## src/rtl/lsu_pkg.sv

```systemverilog
// lsu_pkg: shared definitions for the load/store control stage.
//   - funct3 encodings for RISC-V loads/stores
//   - dmemory access-size encodings
//   - exception cause codes
//   - control FSM state type
//   - size_last(): byte count minus one for an access size
package lsu_pkg;

  localparam logic [2:0] F3_B  = 3'b000;
  localparam logic [2:0] F3_H  = 3'b001;
  localparam logic [2:0] F3_W  = 3'b010;
  localparam logic [2:0] F3_BU = 3'b100;
  localparam logic [2:0] F3_HU = 3'b101;

  localparam logic [1:0] SZ_B = 2'b00;
  localparam logic [1:0] SZ_H = 2'b01;
  localparam logic [1:0] SZ_W = 2'b10;

  localparam logic [3:0] CAUSE_ILLEGAL     = 4'd2;
  localparam logic [3:0] CAUSE_LD_MISALIGN = 4'd4;
  localparam logic [3:0] CAUSE_LD_FAULT    = 4'd5;
  localparam logic [3:0] CAUSE_ST_MISALIGN = 4'd6;
  localparam logic [3:0] CAUSE_ST_FAULT    = 4'd7;

  typedef enum logic [1:0] {
    IDLE      = 2'd0,
    LOAD_WAIT = 2'd1,
    RSP_HOLD  = 2'd2
  } lsu_state_e;

  // Offset of the last byte touched by an access, 33 bits wide so the
  // range check can see a carry out of the 32-bit address space.
  function automatic logic [32:0] size_last(input logic [1:0] sz);
    case (sz)
      SZ_H:    size_last = 33'd1;
      SZ_W:    size_last = 33'd3;
      default: size_last = 33'd0;
    endcase
  endfunction

endpackage

```

## src/rtl/lsu_if.sv

```systemverilog
// lsu_if: all handshake/bus signals around lsu_ctrl.
//   req_*  : request from execute (valid/ready)
//   flush  : kill any pending load
//   dm_*   : dmemory control/data
//   rsp_*  : load response to writeback (valid/ready)
//   exc_*  : exception pulse
// Modports: slave = lsu_ctrl, master = surrounding pipeline + dmemory.
interface lsu_if #(
  parameter int TAG_W = 5
);
  logic             req_valid;
  logic             req_ready;
  logic             req_is_store;
  logic [2:0]       req_funct3;
  logic [31:0]      req_addr;
  logic [31:0]      req_wdata;
  logic [TAG_W-1:0] req_rd;
  logic             flush;

  logic [31:0]      dm_addr;
  logic [31:0]      dm_data_in;
  logic [1:0]       dm_access_size;
  logic             dm_unsigned_sel;
  logic             dm_read_write;
  logic [31:0]      dm_data_out;

  logic             rsp_valid;
  logic             rsp_ready;
  logic [31:0]      rsp_data;
  logic [TAG_W-1:0] rsp_rd;

  logic             exc_valid;
  logic [3:0]       exc_cause;
  logic [31:0]      exc_addr;

  modport slave (
    input  req_valid, req_is_store, req_funct3, req_addr, req_wdata, req_rd,
           flush, dm_data_out, rsp_ready,
    output req_ready, dm_addr, dm_data_in, dm_access_size, dm_unsigned_sel,
           dm_read_write, rsp_valid, rsp_data, rsp_rd,
           exc_valid, exc_cause, exc_addr
  );

  modport master (
    output req_valid, req_is_store, req_funct3, req_addr, req_wdata, req_rd,
           flush, dm_data_out, rsp_ready,
    input  req_ready, dm_addr, dm_data_in, dm_access_size, dm_unsigned_sel,
           dm_read_write, rsp_valid, rsp_data, rsp_rd,
           exc_valid, exc_cause, exc_addr
  );
endinterface

```

## src/rtl/lsu_decode.sv

```systemverilog
// lsu_decode: combinational funct3 decode and access checking.
//   in : funct3, addr, is_store
//   out: access_size, unsigned_sel, err, cause (valid when err=1)
// Check priority: illegal funct3, then misalignment, then address range.
module lsu_decode
  import lsu_pkg::*;
#(
  parameter logic [31:0] BASE_ADDR = 32'h0100_0000,
  parameter int unsigned MEM_DEPTH = 1048576
) (
  input  logic [2:0]  funct3,
  input  logic [31:0] addr,
  input  logic        is_store,
  output logic [1:0]  access_size,
  output logic        unsigned_sel,
  output logic        err,
  output logic [3:0]  cause
);

  localparam logic [32:0] BASE33  = {1'b0, BASE_ADDR};
  localparam logic [32:0] LIMIT33 = BASE33 + 33'(MEM_DEPTH);

  logic        legal;
  logic        misalign;
  logic        fault;
  logic [32:0] last;

  always_comb begin
    access_size  = funct3[1:0];
    unsigned_sel = funct3[2];

    if (is_store) legal = (funct3 == F3_B) || (funct3 == F3_H) || (funct3 == F3_W);
    else          legal = (funct3 == F3_B) || (funct3 == F3_H) || (funct3 == F3_W) ||
                          (funct3 == F3_BU) || (funct3 == F3_HU);

    misalign = ((access_size == SZ_H) && addr[0]) ||
               ((access_size == SZ_W) && (addr[1:0] != 2'b00));

    // 33-bit sum: an access running past 32'hFFFF_FFFF lands above LIMIT33.
    last  = {1'b0, addr} + size_last(access_size);
    fault = ({1'b0, addr} < BASE33) || (last >= LIMIT33);

    err   = !legal || misalign || fault;
    cause = 4'd0;
    if (!legal)        cause = CAUSE_ILLEGAL;
    else if (misalign) cause = is_store ? CAUSE_ST_MISALIGN : CAUSE_LD_MISALIGN;
    else if (fault)    cause = is_store ? CAUSE_ST_FAULT : CAUSE_LD_FAULT;
  end

endmodule

```

## src/rtl/lsu_ctrl.sv

```systemverilog
// lsu_ctrl: MEM-stage load/store control in front of dmemory.
//   clock, reset_n : clock, async active-low reset
//   bus (slave)    : request, flush, dmemory, response and exception signals
// One request at a time. dm_* are driven combinationally from req_* since
// dmemory registers its own inputs. Loads wait one cycle for dmemory's
// registered read, capture the data, then hold it until writeback takes it.
module lsu_ctrl
  import lsu_pkg::*;
#(
  parameter logic [31:0] BASE_ADDR = 32'h0100_0000,
  parameter int unsigned MEM_DEPTH = 1048576,
  parameter int          TAG_W     = 5
) (
  input  logic  clock,
  input  logic  reset_n,
  lsu_if.slave  bus
);

  lsu_state_e       state_q;
  logic             rsp_valid_q;
  logic [31:0]      rsp_data_q;
  logic [TAG_W-1:0] rsp_rd_q;
  logic             exc_valid_q;
  logic [3:0]       exc_cause_q;
  logic [31:0]      exc_addr_q;

  logic [1:0] size;
  logic       usel;
  logic       err;
  logic [3:0] cause;
  logic       ready;
  logic       acc;

  lsu_decode #(
    .BASE_ADDR (BASE_ADDR),
    .MEM_DEPTH (MEM_DEPTH)
  ) u_dec (
    .funct3       (bus.req_funct3),
    .addr         (bus.req_addr),
    .is_store     (bus.req_is_store),
    .access_size  (size),
    .unsigned_sel (usel),
    .err          (err),
    .cause        (cause)
  );

  assign ready = (state_q == IDLE);
  assign acc   = bus.req_valid && ready;

  assign bus.req_ready       = ready;
  assign bus.dm_addr         = bus.req_addr - BASE_ADDR;
  assign bus.dm_data_in      = bus.req_wdata;
  assign bus.dm_access_size  = size;
  assign bus.dm_unsigned_sel = usel;
  assign bus.dm_read_write   = acc && bus.req_is_store && !err;

  assign bus.rsp_valid = rsp_valid_q;
  assign bus.rsp_data  = rsp_data_q;
  assign bus.rsp_rd    = rsp_rd_q;
  assign bus.exc_valid = exc_valid_q;
  assign bus.exc_cause = exc_cause_q;
  assign bus.exc_addr  = exc_addr_q;

  always_ff @(posedge clock or negedge reset_n) begin
    if (!reset_n) begin
      state_q     <= IDLE;
      rsp_valid_q <= 1'b0;
      rsp_data_q  <= '0;
      rsp_rd_q    <= '0;
      exc_valid_q <= 1'b0;
      exc_cause_q <= '0;
      exc_addr_q  <= '0;
    end else begin
      exc_valid_q <= 1'b0;
      if (acc && err) begin
        exc_valid_q <= 1'b1;
        exc_cause_q <= cause;
        exc_addr_q  <= bus.req_addr;
      end

      case (state_q)
        IDLE: begin
          // flush is ignored here: a same-cycle request still goes through.
          if (acc && !err && !bus.req_is_store) begin
            rsp_rd_q <= bus.req_rd;
            state_q  <= LOAD_WAIT;
          end
        end
        LOAD_WAIT: begin
          if (bus.flush) begin
            state_q <= IDLE;
          end else begin
            // Capture now: dmemory re-latches whatever address is on
            // dm_addr every edge, so dm_data_out is only good this cycle.
            rsp_data_q  <= bus.dm_data_out;
            rsp_valid_q <= 1'b1;
            state_q     <= RSP_HOLD;
          end
        end
        RSP_HOLD: begin
          if (bus.flush || bus.rsp_ready) begin
            rsp_valid_q <= 1'b0;
            state_q     <= IDLE;
          end
        end
        default: begin
          rsp_valid_q <= 1'b0;
          state_q     <= IDLE;
        end
      endcase
    end
  end

endmodule

```

## src/flat_wrapper.sv

```systemverilog
// flat-port wrapper written by rule: the top's interface ports become plain ports
module lsu_ctrl_flat import lsu_pkg::*;
#(
  parameter logic [31:0] BASE_ADDR = 32'h0100_0000,
  parameter int unsigned MEM_DEPTH = 1048576,
  parameter int          TAG_W     = 5
)
  (clock, reset_n, bus_req_valid, bus_req_is_store, bus_req_funct3, bus_req_addr, bus_req_wdata, bus_req_rd, bus_flush, bus_dm_data_out, bus_rsp_ready, bus_req_ready, bus_dm_addr, bus_dm_data_in, bus_dm_access_size, bus_dm_unsigned_sel, bus_dm_read_write, bus_rsp_valid, bus_rsp_data, bus_rsp_rd, bus_exc_valid, bus_exc_cause, bus_exc_addr);
  lsu_if #(.TAG_W(TAG_W)) bus_i ();
  input  logic clock;
  input  logic reset_n;
  input wire logic [$bits(bus_i.req_valid)-1:0] bus_req_valid;
  input wire logic [$bits(bus_i.req_is_store)-1:0] bus_req_is_store;
  input wire logic [$bits(bus_i.req_funct3)-1:0] bus_req_funct3;
  input wire logic [$bits(bus_i.req_addr)-1:0] bus_req_addr;
  input wire logic [$bits(bus_i.req_wdata)-1:0] bus_req_wdata;
  input wire logic [$bits(bus_i.req_rd)-1:0] bus_req_rd;
  input wire logic [$bits(bus_i.flush)-1:0] bus_flush;
  input wire logic [$bits(bus_i.dm_data_out)-1:0] bus_dm_data_out;
  input wire logic [$bits(bus_i.rsp_ready)-1:0] bus_rsp_ready;
  output wire logic [$bits(bus_i.req_ready)-1:0] bus_req_ready;
  output wire logic [$bits(bus_i.dm_addr)-1:0] bus_dm_addr;
  output wire logic [$bits(bus_i.dm_data_in)-1:0] bus_dm_data_in;
  output wire logic [$bits(bus_i.dm_access_size)-1:0] bus_dm_access_size;
  output wire logic [$bits(bus_i.dm_unsigned_sel)-1:0] bus_dm_unsigned_sel;
  output wire logic [$bits(bus_i.dm_read_write)-1:0] bus_dm_read_write;
  output wire logic [$bits(bus_i.rsp_valid)-1:0] bus_rsp_valid;
  output wire logic [$bits(bus_i.rsp_data)-1:0] bus_rsp_data;
  output wire logic [$bits(bus_i.rsp_rd)-1:0] bus_rsp_rd;
  output wire logic [$bits(bus_i.exc_valid)-1:0] bus_exc_valid;
  output wire logic [$bits(bus_i.exc_cause)-1:0] bus_exc_cause;
  output wire logic [$bits(bus_i.exc_addr)-1:0] bus_exc_addr;
  assign bus_i.req_valid = bus_req_valid;
  assign bus_i.req_is_store = bus_req_is_store;
  assign bus_i.req_funct3 = bus_req_funct3;
  assign bus_i.req_addr = bus_req_addr;
  assign bus_i.req_wdata = bus_req_wdata;
  assign bus_i.req_rd = bus_req_rd;
  assign bus_i.flush = bus_flush;
  assign bus_i.dm_data_out = bus_dm_data_out;
  assign bus_i.rsp_ready = bus_rsp_ready;
  assign bus_req_ready = bus_i.req_ready;
  assign bus_dm_addr = bus_i.dm_addr;
  assign bus_dm_data_in = bus_i.dm_data_in;
  assign bus_dm_access_size = bus_i.dm_access_size;
  assign bus_dm_unsigned_sel = bus_i.dm_unsigned_sel;
  assign bus_dm_read_write = bus_i.dm_read_write;
  assign bus_rsp_valid = bus_i.rsp_valid;
  assign bus_rsp_data = bus_i.rsp_data;
  assign bus_rsp_rd = bus_i.rsp_rd;
  assign bus_exc_valid = bus_i.exc_valid;
  assign bus_exc_cause = bus_i.exc_cause;
  assign bus_exc_addr = bus_i.exc_addr;
  lsu_ctrl #(.BASE_ADDR(BASE_ADDR), .MEM_DEPTH(MEM_DEPTH), .TAG_W(TAG_W)) u_core (.clock(clock), .reset_n(reset_n), .bus(bus_i));
endmodule
```

## config.mk

```make
export PLATFORM = sky130hd
export DESIGN_NAME = lsu_ctrl_flat
export DESIGN_NICKNAME = d
export VERILOG_FILES = /design/src/rtl/lsu_pkg.sv /design/src/rtl/lsu_if.sv /design/src/rtl/lsu_decode.sv /design/src/rtl/lsu_ctrl.sv /design/src/flat_wrapper.sv
export SDC_FILE = /design/constraint.sdc
export NUM_CORES = 1
export LEC_CHECK = 0
export ABC_AREA = 1
export CAP_MARGIN = 10
export CORE_MARGIN = 4
export CORE_UTILIZATION = 42
export DETAILED_ROUTE_END_ITERATION = 12
export PLACE_DENSITY = 0.88
export SLEW_MARGIN = 30
export SYNTH_ARGS = -nofsm -noshare
export SYNTH_HDL_FRONTEND = slang
export SYNTH_HIERARCHICAL = 1
export SYNTH_SLANG_ARGS = --single-unit
```

## constraint.sdc

```tcl
create_clock -name clock -period 8.3 [get_ports clock]
set_input_delay 1.245 -clock clock [delete_from_list [all_inputs] [get_ports clock]]
set_output_delay 1.245 -clock clock [all_outputs]
set_load 0.005 [all_outputs]
```

* After elaboration in Yosys (flattened, before gate mapping)
Cells that the tools add are included.
Widths: inputs -> output; s select.
** Cells by class
- $add $sub $neg :: 2
- Bitwise operators :: 2
- Equal/unequal tests :: 11
- Divide/modulo/power cells :: 0
- Reductions and logical operators :: 27
- Mux-type cells :: 15
- Multiply operators :: 0
- Shifts and indexed selects :: 0
- Order comparisons :: 2
** Operator list (number)
- $add 32x33->33 :: 1
- $ge 33x25->1 const B :: 1
- $lt 32x25->1 const B :: 1
- $sub 32x25->32 const B :: 1
- $mux 2 :: 5
- $logic_or 1x1->1 :: 9
- $mux 3 :: 3
- $logic_and 1x1->1 :: 8
- $eq 3x3->1 const B :: 2
- $pmux 2 s3 :: 1
- $reduce_and 2->1 :: 3
- $eq 2x1->1 const B :: 2
- $eq 2x2->1 const B :: 2
- $mux 1 :: 4
- $ne 2x2->1 const B :: 2
- $pmux 2 s2 :: 1
- $eq 3x1->1 const B :: 1
- $eq 3x2->1 const B :: 1
- $logic_not 1->1 :: 3
- $logic_not 3->1 :: 1
- $pmux 1 s3 :: 1
- $reduce_and 3->1 :: 1
- $logic_not 2->1 :: 1
- $ne 2x1->1 const B :: 1
- 2 further kinds :: 3
** Word-level totals
- Memory bits (writable) :: 0
- ROM bits :: 0
- Bits in latches :: 0
- Flip-flop bits (word level) :: 77
- Memories kept :: 0
- Input bits :: 110
- Output and inout port bits :: 144

* Depth between registers and ports, before layout
Gate-level depths: netlist of the first run.
- Depth after elaboration :: 14
- Gate-level depth with buffers :: 21

* By module
Netlist of the first run, hierarchy kept.
** By module, submodules not included
- lsu_ctrl :: area each 3519.6 um^2, instances 1, cells each 405
- lsu_decode :: area each 960.9 um^2, instances 1, cells each 213

* Least setup slack after synthesis of the first run
No wires, ideal clock.
- Kind :: input -> output
- Start point :: in bus_req_funct3[0]
- End point :: out bus_dm_read_write
- Arrival time :: 3.229 ns
- Slack :: 3.826 ns
- Stages on the path :: 17
- Cells stage by stage :: inv_1 > ha_1 > ha_1 > fa_1 > nand3_1 > inv_2 > nand2_1 > nor2_1 > nand3_1 > nand2_1 > nor2_1 > nand2_1 > nor2_4 > nand3_2 > inv_1 > nand3_1 > nor2_1
** Between the ends
- Longest elaborated chain between the ends :: 11
- Elaborated cells on any way between the ends :: 24
- Classes of those cells :: 1 x add/sub; 1 x order compare; 6 x eq/ne; 2 x mux; 14 x reduce/logical
** Ends and longest elaborated chain
- start, declared :: RTL line flat_wrapper.sv:14 : input wire logic [$bits(bus_i.req_funct3)-1:0] bus_req_funct3;
- branches (longest 8 deep; another with $add 32x33->33)
- $logic_or 1x1->1 * :: RTL line lsu_decode.sv:43 : err = !legal || misalign || fault;
- named net u_core.err :: RTL line lsu_ctrl.sv:29 : logic err;
- $logic_not 1->1 * :: RTL line lsu_ctrl.sv:55 : assign bus.dm_read_write = acc && bus.req_is_store && !err;
- $logic_and 1x1->1 * :: RTL line lsu_ctrl.sv:55
- end, declared :: RTL line flat_wrapper.sv:26 : output wire logic [$bits(bus_i.dm_read_write)-1:0] bus_dm_read_write;
Mark *: on every way through the listed nets, which the timed path passes.

* Final worst setup path of the first run
Same ends and word-level chain as after synthesis.

==> results.cfg, run 1 <==
[sta]
slew_violations = 0
grt_setup_unrepaired = no
setup_violations = 0
fin_crit_ns = 5.79
skew_ns = 0.00850
fmax_mhz = 173
hold_viol = 0
fin_setup_tns_ns = 0
relSlewSlack_pct = 48.0
tightest_slew_ns = 0.779
min_period_over_period_pct = 69.7

[floorplanning]
start_util_pct = 43.2
fp.dieArea_sq_um = 12400
ios = 254
die_x_um = 111
die_h_um = 111
core_area_sq_um = 10400
row_count = 37

[final_layout]
nets = 862
drive_above_1_share_pct = 4.53
antenna_cells = 0
mostFrequentLayoutCell = nand2_1
final_cells = 886
area_growth_pct = 38.0
layout_common_cells = nand2_1 (315), clkdlybuf4s50_1 (188), dfrtp_1 (77)

[power]
sw_frac_of_total_pct = 26.8
power.leakage_nw = 2.98
switchingPower_mw = 0.237
power.density_nw_per_um2 = 144
combinationalPowerShare_pct = 21.2
power.internal_mw = 0.650
power_frac_clock_pct = 32.3
peakVddDrop_v = 0.0000904
pwr-share-seq_pct = 46.5

[synth]
syn_inst = 618
synthTopCellsByArea = dfrtp_1 (43%), nand2_1 (26%), buf_4 (11%), nor2_1 (4.6%), inv_1 (2.3%)
avgSynthCellArea_sq_um = 7.25
synth_seq_cells = 77
yosysWarnings = 6
synth_top_area_share_pct = 43.0
yosysTopAreaCell = dfrtp_1
ys_seq_area_share_pct = 43.0
synth_nets = 735
ys_types = 26
syn_area_sq_um = 4480

[route]
viasPerCell = 4.69
drtIter0Drc = 268
wl_um = 12200
drt_pass1_iterations = 4
ant_nets = 0
drc = 0
wl_per_cell_um = 13.7
vias = 4159

[min_path]
min_path_cells = 2
hp-class = reg2reg

[clocking]
cts_hold_buf = 0
clk_latency_ns = 0.35
clkSinkCount = 77
tritoncts = built
clkSlewWorstSetupHoldPaths_ns = 0.08
ctsResizeCount = 0
post-cts-setup-buffers = 0
cts_max_level = 3
clockRootBuffer = clkbuf_8
cts_buffers = 9
clockBufferDepth = 2

[global_route]
grtUsageTotal_pct = 20.0
grt_pass1_wl_um = 20200
grt_max_degree = 78
antenna_found_initial = 0
grt_pass1_vias = 4151
grt_overflow = 0

[critical_path]
start_kind = input pin
crit_type = in2out
worstPathArrival_ns = 4.54
path_max_fanout = 4
reg2regPathDepth = 6
worstPathRequired_ns = 7.05
crit_path_end_kind = output port

[place]
hpwlAfterDp_um = 9310
io_buffers = 189
dpl.cell_count = 870
gp_congestion = 0.856

[outcome]
outcome = completed

[run]
cap_violations = 0
registers in the layout, indices dropped and copies added, names as in the netlist:
signal,flops
u_core/bus.exc_addr,32
u_core/bus.rsp_valid,1
u_core/bus.rsp_data,32
u_core/bus.rsp_rd,5
u_core/bus.exc_valid,1
u_core/state_q,2
u_core/bus.exc_cause,4
layer usage:
metal / up-vias / routed length (um) / GRT usage [%] / share of wire (%)
met5: - / 0 / 0 / 0
met4: 0 / 154 / 5.60 / 1.3
met3: 16 / 869 / 4.75 / 7.1
met2: 192 / 5770 / 33.5 / 47
met1: 1883 / 5370 / 25.9 / 44
li1: 2068 / - / - / -
kinds of logic after synthesis:
kind of cell / Yosys count / synth area share, %
buf+inv: 105 / 15.2
fa+ha+maj: 7 / 2.12
simple gates: 412 / 37.3
other cells: 1 / 0.0837
compound gates: 10 / 1.12
xor+xnor: 6 / 1.17
flops: 77 / 43.0
final timing paths:
path / from / slack, ns / endpoint
worst max-delay path: bus_req_funct3[0] / 2.51 / bus_dm_read_write
worst min-delay path: u_core/bus.rsp_data[2] / 0.48 / u_core/bus.rsp_data[2]
worst max register to register: u_core/state_q[1] / 6.29 / u_core/bus.rsp_data[6]
worst min register to register: u_core/bus.rsp_data[2] / 0.48 / u_core/bus.rsp_data[2]
max in group asynchronous: reset_n / 6.92 / u_core/bus.exc_addr[4]
min in group asynchronous: reset_n / 0.92 / u_core/bus.rsp_data[27]
worst max-delay path, stage by stage:
cell and delay, ns:
clkdlybuf4s50_1 0.52, inv_1 0.08, ha_1 0.28, ha_1 0.18
fa_1 0.18, nand3_1 0.13, inv_2 0.12, nand2_1 0.05
nor2_1 0.22, nand2_1 0.09, nand2_1 0.06, nand2_1 0.05
nor2_1 0.10, nand2_1 0.09, nor2_4 0.11, nand3_2 0.12
inv_1 0.10, nand3_1 0.14, nor2_1 0.12, clkdlybuf4s50_1 0.53
layout make-up:
class | count | area, sq um
sequential | 77 | 1930
multi-input combinational | 436 | 1870
fill | 953 | 4190
clock inverter | 6 | 70.1
clock buffer | 10 | 128
tap | 136 | 170
timing repair buffer | 189 | 1890
inverter | 32 | 120
power groups by stage:
stage / sequential, mW / combinational, mW / clock [mW]
3_3_place_gp: 0.420 / 0.187 / 0
3_5_place_dp: 0.420 / 0.190 / 0
6_report: 0.413 / 0.188 / 0.286
2_1_floorplan: 0.422 / 0.0728 / 0
4_1_cts: 0.413 / 0.190 / 0.298
5_1_grt: 0.417 / 0.207 / 0.312
through the flow:
| stage | power [mW] | setup WS [ns] | util [%] | hold slack, ns | cell area [sq um] |
|---|---|---|---|---|---|
| 3_5_place_dp | 0.610 | 2.54 | 57.7 | 0.459 | 5980 |
| 5_1_grt | 0.936 | 2.29 | 59.6 | 0.493 | 6180 |
| 2_1_floorplan | 0.495 | 3.83 | - | 0.465 | 4480 |
| 4_1_cts | 0.902 | 2.53 | 59.6 | 0.478 | 6180 |
| 3_3_place_gp | 0.607 | 2.64 | 57.7 | 0.453 | 5980 |
| 6_report | 0.887 | 2.51 | 59.6 | 0.476 | 6180 |
Yosys cell counts:
cell / number
nand2_1: 315
dfrtp_1: 77
buf_4: 63
nor2_1: 55
inv_1: 28
nand3_1: 15
nor2_2: 7
buf_6: 6
ha_1: 6
nand3b_1: 6
o21ai_1: 6
xor2_1: 5
buf_2: 4
inv_2: 4
nor2_4: 4
a21oi_1: 3
nor3_1: 3
and2_1: 2
nand4_1: 2
conb_1: 1
fa_1: 1
nand3_2: 1
nand3_4: 1
o21ai_0: 1
or2_2: 1
xnor2_1: 1
(Power assumes the default switching activity.)
==> run 2, diff against run 1 <==
--- a/config.mk
+++ b/config.mk
@@ -8,9 +8,9 @@
 export ABC_AREA = 1
 export CAP_MARGIN = 10
 export CORE_MARGIN = 4
-export CORE_UTILIZATION = 42
+export CORE_UTILIZATION = 35
 export DETAILED_ROUTE_END_ITERATION = 12
-export PLACE_DENSITY = 0.88
+export PLACE_DENSITY = 0.78
 export SLEW_MARGIN = 30
 export SYNTH_ARGS = -nofsm -noshare
 export SYNTH_HDL_FRONTEND = slang
==> constraint.sdc (replaced) <==
create_clock -name clock -period 4.9 [get_ports clock]
set_input_delay 0.735 -clock clock [delete_from_list [all_inputs] [get_ports clock]]
set_output_delay 0.735 -clock clock [all_outputs]
set_load 0.005 [all_outputs]
==> results.cfg, run 2 (same netlist as run 1, synthesis figures left out) <==
[final_layout]
drive_above_1_share_pct = 4.66
antenna_cells = 0
n_fill_cell = 1193
nets = 863
mostFrequentLayoutCell = nand2_1
utilization_pct = 50.8
layout_common_cells = nand2_1 (315), clkdlybuf4s50_1 (187), dfrtp_1 (77)
area_growth_pct = 42.6

[clocking]
clkSinkCount = 77
cts_buffers = 9
clockBufferDepth = 2
post-cts-setup-buffers = 0
clkSlewWorstSetupHoldPaths_ns = 0.06
clk_latency_ns = 0.33
clockRootBuffer = clkbuf_16
tritoncts = built
cts_max_level = 3

[critical_path]
worstPathArrival_ns = 3.63
path_max_fanout = 4
start_kind = input pin
worstPathRequired_ns = 4.16
worstReg2RegStart = u_core/state_q[1]
crit_path_end_kind = output port
r2r_setup_slack_ns = 2.93
critPathTopFamily = simple AND/OR/NAND/NOR gates
slowest_stage = clkdlybuf4s50_1
r2r-end = u_core/bus.rsp_data[21]
max_stage_delay_ns = 0.51
crit_type = in2out
reg2regPathDepth = 6
path_buf_inv = 5
path_cells = clkdlybuf4s50_1, inv_1, ha_1, ha_1, fa_1, nand3_1, inv_2, nand2_1, nor2_1, nand3b_1, nand2_1, nor2_1, nand2_1, nor2_4, nand3_2, inv_1, nand3_1, nor2_1, dlymetal6s2s_1

[min_path]
hp-class = in2async

[route]
drc = 0
drtIter0Drc = 247
viasPerCell = 4.46
ant_nets = 0
wl_per_cell_um = 13.8
drt_pass1_iterations = 4
vias = 4112
wl_um = 12700

[power]
switchingPower_mw = 0.414
power.density_nw_per_um2 = 280
peakVddDrop_v = 0.000125
power_frac_clock_pct = 42.9
sw_frac_of_total_pct = 23.1
power.internal_mw = 1.38
combinationalPowerShare_pct = 17.9
power.leakage_nw = 3.08
pwr-share-seq_pct = 39.2

[global_route]
grtUsageTotal_pct = 17.4
grt_max_degree = 78
grt_pass1_wl_um = 20300
grt_pass1_vias = 4050
grt_overflow = 0
antenna_found_initial = 0

[floorplanning]
die_h_um = 121
start_util_pct = 35.6
row_count = 41
fp.dieArea_sq_um = 14700
core_area_sq_um = 12600
ios = 254
die_x_um = 121

[place]
hpwlAfterDp_um = 9730
io_buffers = 189
post-place-ws_ns = 0.145
gp_congestion = 0.916

[sta]
skew_ns = 0.00582
hold_viol = 0
relSlewSlack_pct = 49.4
fin_crit_ns = 4.36
setup_violations = 0
grt_setup_unrepaired = no
fin_setup_tns_ns = 0
setup_slack_ns = 0.540
slew_violations = 0
fmax_mhz = 229
tightest_slew_ns = 0.757
min_period_over_period_pct = 89.0

[outcome]
outcome = completed

[run]
cap_violations = 0
[run 2: how the worst max path moves through the flow]
stage | depth (start not counted) | start | end | slack (ns)
floorplan | 17 | bus_req_funct3[0] | bus_dm_read_write | 1.45
global placement | 19 | bus_req_funct3[0] | bus_dm_read_write | 0.24
detailed placement | 19 | bus_req_funct3[0] | bus_dm_read_write | 0.15
CTS | 19 | bus_req_funct3[0] | bus_dm_read_write | 0.14
global route | 19 | bus_req_funct3[0] | bus_dm_read_write | 0.25
finish | 19 | bus_req_funct3[0] | bus_dm_read_write | 0.54
[run 2: final cells by class]
class                      count  area, sq um  share of cell area [%]
clock buffer                  11          243                    3.80
sequential                    77         1930                    30.2
timing repair buffer         190         1900                    29.8
multi-input combinational    436         1870                    29.3
tap                          172          215                    3.37
inverter                      32          120                    1.88
clock inverter                 5          108                    1.68
[run 2: metal layers]
| metal | vias up | global-route usage (%) | wire [um] |
|---|---|---|---|
| met2 | 163 | 28.7 | 6020 |
| met5 | - | 0 | 0 |
| li1 | 2075 | - | - |
| met3 | 6 | 5.55 | 1030 |
| met4 | 0 | 3.50 | 72 |
| met1 | 1868 | 22.6 | 5580 |
[run 2: metrics by stage]
stage	hold slack (ns)	instances	instance area, sq um	power (mW)
finish	0.445	923	6390	1.79
global route	0.486	923	6390	1.89
CTS	0.472	923	6380	1.82
detailed placement	0.458	907	6030	1.04
global placement	0.452	907	6030	1.03
floorplan	0.439	618	4480	0.839
[run 2: power by group through the flow]
| stage | combinational, mW | sequential, mW | clock, mW |
|---|---|---|---|
| 6_report | 0.321 | 0.702 | 0.769 |
| 5_1_grt | 0.354 | 0.707 | 0.827 |
| 4_1_cts | 0.326 | 0.702 | 0.789 |
| 3_5_place_dp | 0.325 | 0.712 | 0 |
| 3_3_place_gp | 0.320 | 0.711 | 0 |
| 2_1_floorplan | 0.123 | 0.715 | 0 |
[run 2: what timing repair did]
action / 4_1_cts / 5_1_grt
hold buffers: 0 / 0
endpoints found under the setup margin: 0 / 1
gates resized for setup: 0 / 1
